`src/rtl/sensor_pkg.sv`:
```
// Shared FSM state encodings and default timing constants for the car sensor filter.
package sensor_pkg;

    typedef enum logic [2:0] {
        ST_IDLE    = 3'd0,
        ST_ARMING  = 3'd1,
        ST_PRESENT = 3'd2,
        ST_HOLD    = 3'd3,
        ST_FAULT   = 3'd4
    } state_t;

    localparam int DEF_DEB_TICKS   = 4;
    localparam int DEF_HOLD_TICKS  = 8;
    localparam int DEF_STUCK_TICKS = 200;
    localparam int DEF_CNT_W       = 8;

endpackage

```
`src/rtl/sync_2ff.sv`:
```
// Two-flop synchroniser for a single asynchronous level; clear empties both stages.
module sync_2ff (
    input  logic clk,
    input  logic clear,
    input  logic d,
    output logic q
);

    logic meta_q, meta_d;
    logic sync_q, sync_d;

    always_comb begin
        meta_d = d;
        sync_d = meta_q;
    end

    always_ff @(posedge clk) begin
        if (clear) begin
            meta_q <= 1'b0;
            sync_q <= 1'b0;
        end else begin
            meta_q <= meta_d;
            sync_q <= sync_d;
        end
    end

    assign q = sync_q;

endmodule

```
`src/rtl/car_sensor_filter.sv`:
```
// Debounce/hold filter for a country-road vehicle loop; drives registered request x.
// Optional stuck-sensor detection is enabled by defining SENSOR_STUCK_DET_EN.
module car_sensor_filter
    import sensor_pkg::*;
#(
    parameter int DEB_TICKS   = DEF_DEB_TICKS,
    parameter int HOLD_TICKS  = DEF_HOLD_TICKS,
    parameter int STUCK_TICKS = DEF_STUCK_TICKS,
    parameter int CNT_W       = DEF_CNT_W
) (
    input  logic clk,
    input  logic clear,
    input  logic sensor_raw,
    input  logic tick,
    output logic x,
    output logic fault
);

    localparam logic [CNT_W-1:0] DEB_LAST  = CNT_W'(DEB_TICKS - 1);
    localparam logic [CNT_W-1:0] HOLD_LAST = CNT_W'(HOLD_TICKS - 1);

    // Tick values outside 1..2^CNT_W-1 leave a terminal count unreachable.
    if (DEB_TICKS < 1 || DEB_TICKS >= (1 << CNT_W) ||
        HOLD_TICKS < 1 || HOLD_TICKS >= (1 << CNT_W) ||
        STUCK_TICKS < 1 || STUCK_TICKS >= (1 << CNT_W)) begin : g_unsupported_params
    end

    function automatic logic [CNT_W-1:0] sat_inc(input logic [CNT_W-1:0] v);
        return (&v) ? v : v + CNT_W'(1);
    endfunction

    logic   s_sync;
    state_t state_q, state_d;
    logic [CNT_W-1:0] cnt_q, cnt_d;
    logic   x_q, x_d;
    logic   fault_q, fault_d;
`ifdef SENSOR_STUCK_DET_EN
    localparam logic [CNT_W-1:0] STUCK_LAST = CNT_W'(STUCK_TICKS - 1);
    logic [CNT_W-1:0] stuck_cnt_q, stuck_cnt_d;
`endif

    sync_2ff u_sync (
        .clk   (clk),
        .clear (clear),
        .d     (sensor_raw),
        .q     (s_sync)
    );

    always_comb begin
        state_d = state_q;
        cnt_d   = cnt_q;
        case (state_q)
            ST_IDLE: begin
                if (s_sync) begin
                    state_d = ST_ARMING;
                    cnt_d   = '0;
                end
            end
            ST_ARMING: begin
                if (!s_sync) begin
                    state_d = ST_IDLE;
                    cnt_d   = '0;
                end else if (tick) begin
                    if (cnt_q == DEB_LAST) begin
                        state_d = ST_PRESENT;
                        cnt_d   = '0;
                    end else begin
                        cnt_d = sat_inc(cnt_q);
                    end
                end
            end
            ST_PRESENT: begin
                if (!s_sync) begin
                    state_d = ST_HOLD;
                    cnt_d   = '0;
                end
            end
            ST_HOLD: begin
                if (s_sync) begin
                    state_d = ST_PRESENT;
                    cnt_d   = '0;
                end else if (tick) begin
                    if (cnt_q == HOLD_LAST) begin
                        state_d = ST_IDLE;
                        cnt_d   = '0;
                    end else begin
                        cnt_d = sat_inc(cnt_q);
                    end
                end
            end
            ST_FAULT: begin
                // Recovery needs an unbroken run of quiet ticks.
                if (s_sync) begin
                    cnt_d = '0;
                end else if (tick) begin
                    if (cnt_q == DEB_LAST) begin
                        state_d = ST_IDLE;
                        cnt_d   = '0;
                    end else begin
                        cnt_d = sat_inc(cnt_q);
                    end
                end
            end
            default: begin
                state_d = ST_IDLE;
                cnt_d   = '0;
            end
        endcase

`ifdef SENSOR_STUCK_DET_EN
        stuck_cnt_d = s_sync ? (tick ? sat_inc(stuck_cnt_q) : stuck_cnt_q) : '0;
        // Stuck detection outranks every other transition, from any state.
        if (s_sync && tick && stuck_cnt_q == STUCK_LAST) begin
            state_d = ST_FAULT;
            cnt_d   = '0;
        end
        fault_d = (state_d == ST_FAULT);
`else
        fault_d = 1'b0;
`endif
        x_d = (state_d == ST_PRESENT) || (state_d == ST_HOLD);
    end

    always_ff @(posedge clk) begin
        if (clear) begin
            state_q <= ST_IDLE;
            cnt_q   <= '0;
            x_q     <= 1'b0;
            fault_q <= 1'b0;
`ifdef SENSOR_STUCK_DET_EN
            stuck_cnt_q <= '0;
`endif
        end else begin
            state_q <= state_d;
            cnt_q   <= cnt_d;
            x_q     <= x_d;
            fault_q <= fault_d;
`ifdef SENSOR_STUCK_DET_EN
            stuck_cnt_q <= stuck_cnt_d;
`endif
        end
    end

    assign x     = x_q;
    assign fault = fault_q;

endmodule

```
`config.mk`:
```
export PLATFORM = sky130hd
export DESIGN_NAME = car_sensor_filter
export DESIGN_NICKNAME = d
export VERILOG_FILES = /design/src/rtl/sensor_pkg.sv /design/src/rtl/sync_2ff.sv /design/src/rtl/car_sensor_filter.sv
export SDC_FILE = /design/constraint.sdc
export NUM_CORES = 1
export LEC_CHECK = 0
export CORE_ASPECT_RATIO = 1.4
export CORE_MARGIN = 2
export CORE_UTILIZATION = 50
export CTS_CLUSTER_DIAMETER = 120
export DETAILED_ROUTE_END_ITERATION = 8
export PLACE_DENSITY = 0.68
export SYNTH_ARGS = -nofsm -noshare
export SYNTH_HDL_FRONTEND = slang
export SYNTH_SLANG_ARGS = --single-unit
```
`constraint.sdc`:
```
create_clock -name clk -period 3.3 [get_ports clk]
set_input_delay 0.66 -clock clk [delete_from_list [all_inputs] [get_ports clk]]
set_output_delay 0.66 -clock clk [all_outputs]
set_load 0.1 [all_outputs]
```
=== Yosys cells after proc, flatten, opt, wreduce, memory -nomap -nowiden ===
Index checks and enable logic that the tools add are counted.

* Flip-flop bits (word level): 14
* Latch bits: 0
* Memory bits (writable): 0
* ROM bits: 0
* Output and inout port bits: 2
* Logic and storage cells: 44
* Memories: 0

* Add/subtract/negate cells: 1
* $mul: 0
* Divide/modulo/power cells: 0
* Order comparisons: 0
* Eq/ne operators: 11
* Shift-type cells: 0
* Multiplexer cells: 23
* Bitwise logic cells: 0
* Reduce and logical (&&, ||, !) cells: 4

{| class="wikitable"
|+ Operator list
! cell !! number
|-
| 2-to-1 mux 8 bit || 10
|-
| one-hot mux 8 bit (5 select lines) || 1
|-
| 2-to-1 mux 3 bit || 11
|-
| one-hot mux 3 bit (5 select lines) || 1
|-
| equality test 3 x 2 -> 1 bit, second input constant || 4
|-
| adder 8 x 1 -> 8 bit, second input constant || 1
|-
| equality test 8 x 2 -> 1 bit, second input constant || 1
|-
| equality test 8 x 3 -> 1 bit, second input constant || 1
|-
| AND reduction 8 bit || 1
|-
| equality test 3 x 1 -> 1 bit, second input constant || 1
|-
| equality test 3 bit, second input constant || 1
|-
| zero test 3 bit || 1
|-
| inequality test 3 x 2 -> 1 bit, second input constant || 1
|-
| AND reduction 3 bit || 1
|-
| inequality test 2 x 1 -> 1 bit, second input constant || 1
|-
| inequality test 2 bit, second input constant || 1
|-
| logical OR 1 bit || 1
|}

=== Depth between registers and ports, before layout ===
* Depth in word-level cells: 7
* Mapped depth: 7
* Mapped depth without buffers: 6

=== By module ===
A second synthesis with hierarchy kept.

* Cell total of the unflattened synthesis: 150
* Area total of the unflattened synthesis: 1,211.2 um^2

{| class="wikitable"
|+ By module, submodules not included
! module !! instances !! cells each !! area an instance (um^2) !! sequential area each (um^2)
|-
| car_sensor_filter || 1 || 146 || 1,158.6 || 240.2
|-
| sync_2ff || 1 || 4 || 52.6 || 40.0
|}

=== Worst setup path after synthesis ===
Ideal clock, no wire load.

* Kind: reg2reg
* Start: register cnt_q[5]
* End: register cnt_q[2]
* Setup time: 139 ps
* Data arrival time: 1,849 ps
* Required time: 3,161 ps
* Slack: 1,312 ps
* Stages on the path, launching flop included: 7
* Buffers on the path: 1
* Clock period less this slack: 1,988 ps
* Cells stage by stage: dfxtp_1 > buf_6 > or4_4 > o41ai_4 > a2111oi_4 > o21ai_0 > a221oi_1

* Cells in the longest elaborated chain, start to end: 6
* Elaborated cells on any way between the ends: 12
* Those cells by class: eq/ne (2); mux (9); reduce/logical (1)

{| class="wikitable"
|+ Ends and longest elaborated chain
! item !! RTL line !! source
|-
| start: declaration || car_sensor_filter.sv:34 || <nowiki>logic [CNT_W-1:0] cnt_q, cnt_d;</nowiki>
|-
| start signal: assignment || car_sensor_filter.sv:135 || <nowiki>cnt_q <= cnt_d;</nowiki>
|-
| AND reduction 8 bit || car_sensor_filter.sv:29 || <nowiki>return (&v) ? v : v + CNT_W'(1);</nowiki>
|-
| 2-to-1 mux 8 bit || - ||
|-
| 2-to-1 mux 8 bit, on equally long branches || car_sensor_filter.sv:64, car_sensor_filter.sv:96, car_sensor_filter.sv:83 ||
|-
| 2-to-1 mux 8 bit, on equally long branches || car_sensor_filter.sv:63, car_sensor_filter.sv:82 ||
|-
| 2-to-1 mux 8 bit, on equally long branches || car_sensor_filter.sv:93, car_sensor_filter.sv:60, car_sensor_filter.sv:79 ||
|-
| one-hot mux 8 bit (5 select lines) * || car_sensor_filter.sv:52 || <nowiki>case (state_q)</nowiki>
|}

Mark *: on every way between the ends. The rest lies on a longest branch, timed or not. The select of a mux whose other input is x is not followed.
A chain may end at the register's enable or synchronous reset.

=== Worst setup path after layout ===
* Start: input port tick
* End: register cnt_q[0]

* Cells in the longest elaborated chain, start to end: 3
* Elaborated cells on any way between the ends: 6
* Those cells by class: eq/ne (1); mux (4); reduce/logical (1)

{| class="wikitable"
|+ Ends and longest elaborated chain
! item !! RTL line !! source
|-
| start: declaration || car_sensor_filter.sv:14 || <nowiki>input logic tick,</nowiki>
|-
| 2-to-1 mux 8 bit || - ||
|-
| 2-to-1 mux 8 bit, on equally long branches || - ||
|-
| one-hot mux 8 bit (5 select lines) || - ||
|}

Parallel ways exist; a longest one is shown, timed or not.

==> results.md <==
* I/O pin count at 6
* Cells after synthesis at ~150
* Antenna cells at 0
* Post-CTS Setup Bufs at 0
* CTS tree: built
* Clock root buffer: clkbuf_4
* Worst-path fanout max at 17
* FILL cells at around 230
* Setup_tns at 0 ps
* WS Path Type: in2reg
* Final worst slack at ~730 ps
* Clock Skews at roughly 0.64 ps
* F_max at roughly 390 MHz
* Share of layout cells above drive strength 1 at roughly 7.4%
* Max_slew headroom at roughly 36%
* R2R cell count at 4
* Drt first pass iters at 4
* Via count at 1199
* Clock sinks at 14
* Tot GR Track Use at between 20% and 30%
* Synth Cell Area at approximately 1200 µm²
* CP arrival at between 2000 and 3000 ps
* Vias in the first global route at 1049
* Port bufs at 4
* Final setup vio count at 0
* Final #Nets at approximately 160
* Max clock buf depth at 2
* Clock slew at reported path FFs at roughly 80 ps
* Largest net degree at the start of global routing at 18
* Crit path launch type: input port
* Worst-margin pin slew at ~960 ps
* Final GP Congestion at slightly above 0.9
* Global-route wire length before repair at 4920 µm
* Total CTS buffers at 3
* Share of the synthesized area in the top cell type at around 24%
* WHS at approximately 440 ps
* Total power per unit cell area at between 200 and 300 nW/µm²
* Row count at 20
* WHS Path Cells at 1
* Final worst path period need at between 2000 and 3000 ps
* Most frequent cell after synthesis: dfxtp_1
* Final Power at roughly 300 µW
* Global route total overflow at 0
* Resized Gates After CTS at 0
* Worst-Skew Late Latency at around 300 ps
* Commonest cells in the netlist: dfxtp_1 (14), a21oi_1 (13), nand2_1 (12), o21ai_0 (12), nor3_1 (9)
* Max_cap viols at 0
* Post-synth net total at about 160
* Initial Utilization at a little over half
* Status: finished clean
* Final WL at 2920 µm
* Slew Limit Fails at 0
* Tightest Hold Check Type: reg2reg
* Placed Cells at roughly 170
* Die ar. at around 2700 µm²
* Crit share post-route at between 70 and 80%
* Synth Flop Type: dfxtp_1
* Yosys reg bits at 14
* Register area share after synthesis at 24.1%
* Post-cts hold buffer count at 0
* Number of synthesized flops with an enable pin at 0
* CP endpoint kind: flip-flop
* DRT antenna net count at 0
* Leak Pwr at around 0.00034 µW
* Synth area leader: dfxtp_1
* Synth async-reset ratio at 0%
* Finished Layout Cells at 170
* DR vias/cell at ~7.1
* Residual DRC at 0
* Area growth syn-to-layout at 2.36%
* Peak supply drop at 202 µV
* Initial DRC Count at 67
* Height of the die at ~61 µm
* Core Box Area at around 2200 µm²
* H-tree levels at 1
* Post-Syn Area per Cell at 7.61 µm²
* Dpl ws at 453 ps
* RSZ-0062 raised after global routing: false
* Die Wd at approximately 45 µm
* Post-DP HPWL at between 2000 and 2500 µm
* Initial antenna violation count at 0
* Crit path required time at 3480 ps
* Warning count from the yosys run at 0
* WL/cell at approximately 17 µm
* Synth top area cells: dfxtp_1 (24%), a21oi_1 (5.6%), o21ai_0 (5.2%), nor3_1 (3.9%), nand2_1 (3.9%)
* Fin. Hold Viols at 0
* Count of cell types in the netlist at 49
## worst max-delay path: stages
cell and delay [ps]:
clkdlybuf4s50_1 670, and3b_1 310, o21ai_0 70, a21oi_1 520, a21oi_1 140, a2111oi_0 380
## path summary, 6_finish.rpt
path,from,to,slack [ps]
worst max-delay path,tick,cnt_q[0]$_SDFFE_PP0P_,730
worst min-delay path,u_sync.meta_q$_SDFF_PP0_,u_sync.q$_SDFF_PP0_,440
worst max register to register,u_sync.q$_SDFF_PP0_,cnt_q[0]$_SDFFE_PP0P_,900
worst min register to register,u_sync.meta_q$_SDFF_PP0_,u_sync.q$_SDFF_PP0_,440
## registers in the layout, summed over array words and instances, names as in the netlist
signal / cells
u_sync.meta_q: 1
state_q: 3
u_sync.q: 1
x: 1
cnt_q: 8
## per-layer routing
metal  vias to the layer above  share of wire [%]  track usage, %
li1                        577                  -               -
met1                       567                 42            30.8
met2                        49                 49            40.8
met3                         6                6.7            3.52
met4                         0                2.2            11.3
met5                         -                  0               0
## logic make-up (layout without fill, tap and decap cells)
kind of cell	Yosys count	count (layout)	share of synthesized area [%]
AO/OA/AOI/OAI	55	55	34.9
XOR/XNOR	1	1	0.752
adder cells (fa/ha/maj)	2	2	2.15
buffers and inverters	20	15	7.95
flip-flops	14	14	24.1
multiplexers	1	1	0.859
other	1	1	0.322
AND/OR/NAND/NOR	59	59	29.0
## layout make-up
| class | count | area [µm²] | share of cell area (%) |
|---|---|---|---|
| clock buffers | 3 | 22.5 | 1.89 |
| inverters | 8 | 30.0 | 2.52 |
| multi-input cells | 119 | 792 | 66.4 |
| flip-flops and latches | 14 | 280 | 23.5 |
| well taps | 22 | 27.5 | 2.31 |
| repair buffers | 4 | 40.0 | 3.36 |
## where the power goes
part           internal [µW]  switching [µW]
Combinational           8.15            18.3
Sequential               170            3.28
Clock                   42.6            60.4
## placed cells by master (no fill, tap or decap), drive strengths merged, types with 2 or more instances in the layout
| master | Yosys | layout |
|---|---|---|
| o32ai | 2 | 2 |
| o21ai | 13 | 13 |
| ha | 2 | 2 |
| and3b | 2 | 2 |
| clkbuf | 5 | 3 |
| nand3 | 6 | 6 |
| nor3b | 3 | 3 |
| nand2 | 12 | 12 |
| a311oi | 3 | 3 |
| a221oi | 3 | 3 |
| nor2 | 8 | 8 |
| nand2b | 3 | 3 |
| a211oi | 5 | 5 |
| nor2b | 3 | 3 |
| o211ai | 2 | 2 |
| inv | 8 | 8 |
| clkdlybuf4s50 | 0 | 4 |
| a22oi | 2 | 2 |
| a2111oi | 3 | 3 |
| nor3 | 9 | 9 |
| nor4 | 3 | 3 |
| a21oi | 13 | 13 |
| a31oi | 3 | 3 |
| and3 | 2 | 2 |
| dfxtp | 14 | 14 |
## metrics by stage
stage / cell area, µm² / utilization, %
final: 1190 / 54.1
after global routing: 1190 / 54.1
after CTS: 1190 / 54.1
after detailed placement: 1170 / 53.1
after global placement: 1170 / 53.1
after floorplan: 1160 / -
Power figures use the tool's default switching activity.
